### src/rtl/multicycle_add_ctrl.sv
// Serial adder: one 4-bit ripple slice reused over WIDTH/4 cycles.
// Define MULTICYCLE_ADD_SUB_EN to enable subtraction through port sub.
module multicycle_add_ctrl #(
  parameter int WIDTH = 16
) (
  input  logic             clk,
  input  logic             rst,
  input  logic             start,
  input  logic [WIDTH-1:0] a,
  input  logic [WIDTH-1:0] b,
  input  logic             cin,
  input  logic             sub,
  output logic             busy,
  output logic             done,
  output logic [WIDTH-1:0] sum,
  output logic             cout
);

  localparam int N  = WIDTH / 4;
  localparam int KW = $clog2(N);
  localparam logic [KW-1:0] KLAST = KW'(N - 1);

  typedef enum logic [1:0] {
    IDLE,
    RUN,
    DONE
  } state_t;

  state_t state, state_nx;

  logic [KW-1:0]    k;
  logic [WIDTH-1:0] ra;
  logic [WIDTH-1:0] rb;
  logic             carry;
  logic             accept;
  logic [KW+1:0]    idx;
  logic [4:0]       slice;
  logic [WIDTH-1:0] b_in;
  logic             c_in;

  assign accept = start && (state != RUN);
  assign busy   = (state == RUN);
  assign done   = (state == DONE);
  assign idx    = {k, 2'b00};

`ifdef MULTICYCLE_ADD_SUB_EN
  assign b_in = sub ? ~b : b;
  assign c_in = sub ? 1'b1 : cin;
`else
  logic unused_sub;
  assign unused_sub = sub;
  assign b_in = b;
  assign c_in = cin;
`endif

  always_comb begin
    slice = {1'b0, ra[idx +: 4]}
          + {1'b0, rb[idx +: 4]}
          + {4'b0, carry};
  end

  always_ff @(posedge clk) begin
    if (rst) state <= IDLE;
    else     state <= state_nx;
  end

  always_comb begin
    state_nx = state;
    unique case (state)
      IDLE:    if (start) state_nx = RUN;
      RUN:     if (k == KLAST) state_nx = DONE;
      DONE:    state_nx = start ? RUN : IDLE;
      default: state_nx = IDLE;
    endcase
  end

  always_ff @(posedge clk) begin
    if (rst) begin
      k     <= '0;
      ra    <= '0;
      rb    <= '0;
      carry <= 1'b0;
      sum   <= '0;
      cout  <= 1'b0;
    end else if (accept) begin
      k     <= '0;
      ra    <= a;
      rb    <= b_in;
      carry <= c_in;
    end else if (state == RUN) begin
      sum[idx +: 4] <= slice[3:0];
      carry         <= slice[4];
      k             <= k + 1'b1;
      // Last slice carry is the block carry-out
      if (k == KLAST) cout <= slice[4];
    end
  end

endmodule

### config.mk
export PLATFORM = sky130hd
export DESIGN_NAME = multicycle_add_ctrl
export DESIGN_NICKNAME = d
export VERILOG_FILES = /design/src/rtl/multicycle_add_ctrl.sv
export SDC_FILE = /design/constraint.sdc
export NUM_CORES = 1
export LEC_CHECK = 0
export ABC_AREA = 1
export CORE_MARGIN = 2
export CORE_UTILIZATION = 49
export DETAILED_ROUTE_END_ITERATION = 8
export GPL_TIMING_DRIVEN = 0
export PLACE_DENSITY = 0.78
export SLEW_MARGIN = 20
export SYNTH_ARGS = -nofsm -noshare
export SYNTH_HDL_FRONTEND = slang
export SYNTH_SLANG_ARGS = --single-unit
export TNS_END_PERCENT = 30
### constraint.sdc
create_clock -name clk -period 3 [get_ports clk]
set_input_delay 0.3 -clock clk [delete_from_list [all_inputs] [get_ports clk]]
set_output_delay 0.3 -clock clk [all_outputs]
set_load 0.05 [all_outputs]
==> impl_results.md <==
* Status: completed
* Area of the core at ~4800 um^2
* Clk slew on worst S/H paths at 90 ps
* CTS Hold Bufs at 0
* Mapped Area at 2420 um^2
* Worst IR drop on VDD at between 0.3 and 0.4 mV
* Yosys top cell area share at between 40% and 50%
* Initial antenna violation count at 0
* Worst Max-Slew Pin Slew at approximately 500 ps
* Row Count at 25
* Synth Instances at 320
* Critical path class: reg2reg
* Slew Viols, Final at 0
* Mapped Nets at between 300 and 400
* Final cycle utilization of the critical path at about 90%
* Fill cell total of the finished layout at between 400 and 500
* DRC at 0
* Layout cell share with drive strength beyond 1 at approximately 7%
* Max Clk Rate at between 0.3 and 0.4 GHz
* # diodes at 0
* Drt wl/cell at approximately 13 um
* Slew headroom at roughly two thirds
* Overall power at 1.49 mW
* CTS Buffer Depth at 2
* # clock sinks at 54
* Final min period at 2700 ps
* Vias after detailed routing at about 2300
* RSZ-0062 raised after global routing: false
* Setup crit end kind: flop
* Worst endpoint required time at between 3000 and 4000 ps
* Post-DR vias/cell at between 5 and 6
* Final Hold Fails at 0
* Number of global-route vias before repair at between 2000 and 2500
* Full die area at 5510 um^2
* Max_cap viols at 0
* Final wirelength at between 5 and 6 mm
* Grt total ovfl at 0
* Most frequent cells in the layout: nor2_1, clkdlybuf4s50_1, dfxtp_1, o21ai_0, nand2_1
* Critical Path AT at roughly 2900 ps
* Clock latency on the worst-skew pair at about 300 ps
* Chip width at between 70 and 80 um
* Hpwl dp at ~4.2 mm
* Sequential area share after synthesis at approximately 45%
* Mean post-synth cell area at around 7.6 um^2
* Area contributors post-synth: dfxtp_1, nor2_1, o21ai_0, nand2_1, ha_1
* GPL Wtd Cong at 0.864
* CTS tree: built
* # IOs at 56
* Final setup TNS at 0 ps
* Distinct cells, synth at 28
* Critical path launch point type: flop
* # setup viols final at 0
* Leakage at 1.24 nW
* Initial DRC Count at 156
* Cell area after layout at 3130 um^2
* CP max FO at 10
* Die height at between 70 and 80 um
* 1st-pass router iterations at 5
* Yosys warning total at 0
* Num CTS Buffers at 5
* Nets at roughly 430
* Area after DPL at about 3000 um^2
* P per Cell Area at around 480 nW/um^2
* Root buf cell: clkbuf_8
* Worst hold path type: reg2reg
* Port bufs at 54
* Clock Skews at 6.00 ps
* Commonest non-fill, non-tap cell in the layout: nor2_1
* Yosys reg bits at between 50 and 60
* Antenna Nets Post-Route at 0
* CTS H-Tree Depth at 2
* Initial Utilization at 50.9%
* First-pass GRT wire length at 9.87 mm
* GRT Total Usage at a little under a quarter
* Largest net degree at the start of global routing at 15
* Synth area leader: dfxtp_1
* Layout area overhead at 29.4%
-- synthesized netlist by cell type --
cell,count
a211oi_1,1
a21oi_1,15
a22oi_1,4
a31oi_1,1
buf_2,5
buf_8,1
clkbuf_1,11
clkinv_1,1
dfxtp_1,54
fa_1,2
ha_1,9
inv_1,12
inv_2,1
nand2_1,31
nand2_2,2
nand2_4,2
nand3_1,7
nand4_1,3
nor2_1,91
nor2_2,3
nor2_4,2
nor3_1,1
nor4_1,1
nor4_4,1
o21ai_0,49
o21bai_1,1
o22ai_1,8
xor2_1,1
-- kinds of logic after synthesis --
logic type / after synthesis / synth area share (%)
compound gates: 79 / 17.4
xor+xnor: 1 / 0.362
fa+ha+maj: 11 / 6.31
buf+inv: 31 / 5.53
flops: 54 / 44.7
simple gates: 144 / 25.7
-- per-stage QoR --
stage | std cells | hold slack [ps] | util, % | worst slack (ps)
after detailed placement | 441 | 453 | 64.0 | 109
after CTS | 448 | 467 | 65.6 | 89.2
after global placement | 441 | 452 | 64.0 | 151
final | 448 | 466 | 65.8 | 303
after global routing | 448 | 491 | 65.8 | 48.5
after floorplan | 320 | 378 | - | 593
-- state kept, by name, summed over array words and instances, names as in the netlist --
register  flops
rb           16
carry         1
state         2
sum          16
cout          1
ra           16
k             2
-- worst max-delay path: stages (launching register included) --
cell	delay, ps
dfxtp_2	420
inv_1	100
clkbuf_1	260
o21ai_0	220
o22ai_1	120
fa_1	440
fa_1	440
xor2_2	240
nand2_1	70
nor2_1	140
a22oi_1	90
nor2_1	100
-- path summary, 6_finish.rpt --
path,startpoint,endpoint,slack (ps),depth (start not counted)
setup / recovery,k[0],sum[14],300,11
hold / removal,sum[2],sum[2],470,2
setup reg to reg,k[0],sum[14],300,11
hold reg to reg,sum[2],sum[2],470,2
-- power breakdown --
group          leakage [nW]  total (mW)  internal [mW]  switching (mW)
Sequential            0.444       0.785          0.761          0.0239
Combinational         0.755       0.320          0.130           0.190
Clock                0.0383       0.382          0.161           0.221
Total                  1.24        1.49           1.05           0.435
-- per-layer routing --
metal  global-route usage (%)  vias up  share of wire, %  routed length, um
li1                         -     1170                 -                  -
met1                     29.7     1061                44               2600
met2                     39.4       83                48               2820
met3                     5.01        7               6.7                394
met4                     8.13        0               1.1                 63
met5                        0        -                 0                  0
-- what timing repair did --
action                     4_1_cts  5_1_grt
hold endpoints to repair         0        0
gates resized for setup          0        6
buffers inserted                 0        0
setup endpoints to repair        0        6
-- final cells by class --
cell class,count,area [um^2],area share [%]
flip-flops and latches,54,1080,34.6
clock buffers,7,76.3,2.44
inverters,14,52.6,1.68
plain buffers,17,83.8,2.68
well taps,67,83.8,2.68
multi-input cells,235,1210,38.7
repair buffers,54,541,17.3
Power figures use the tool's default switching activity.
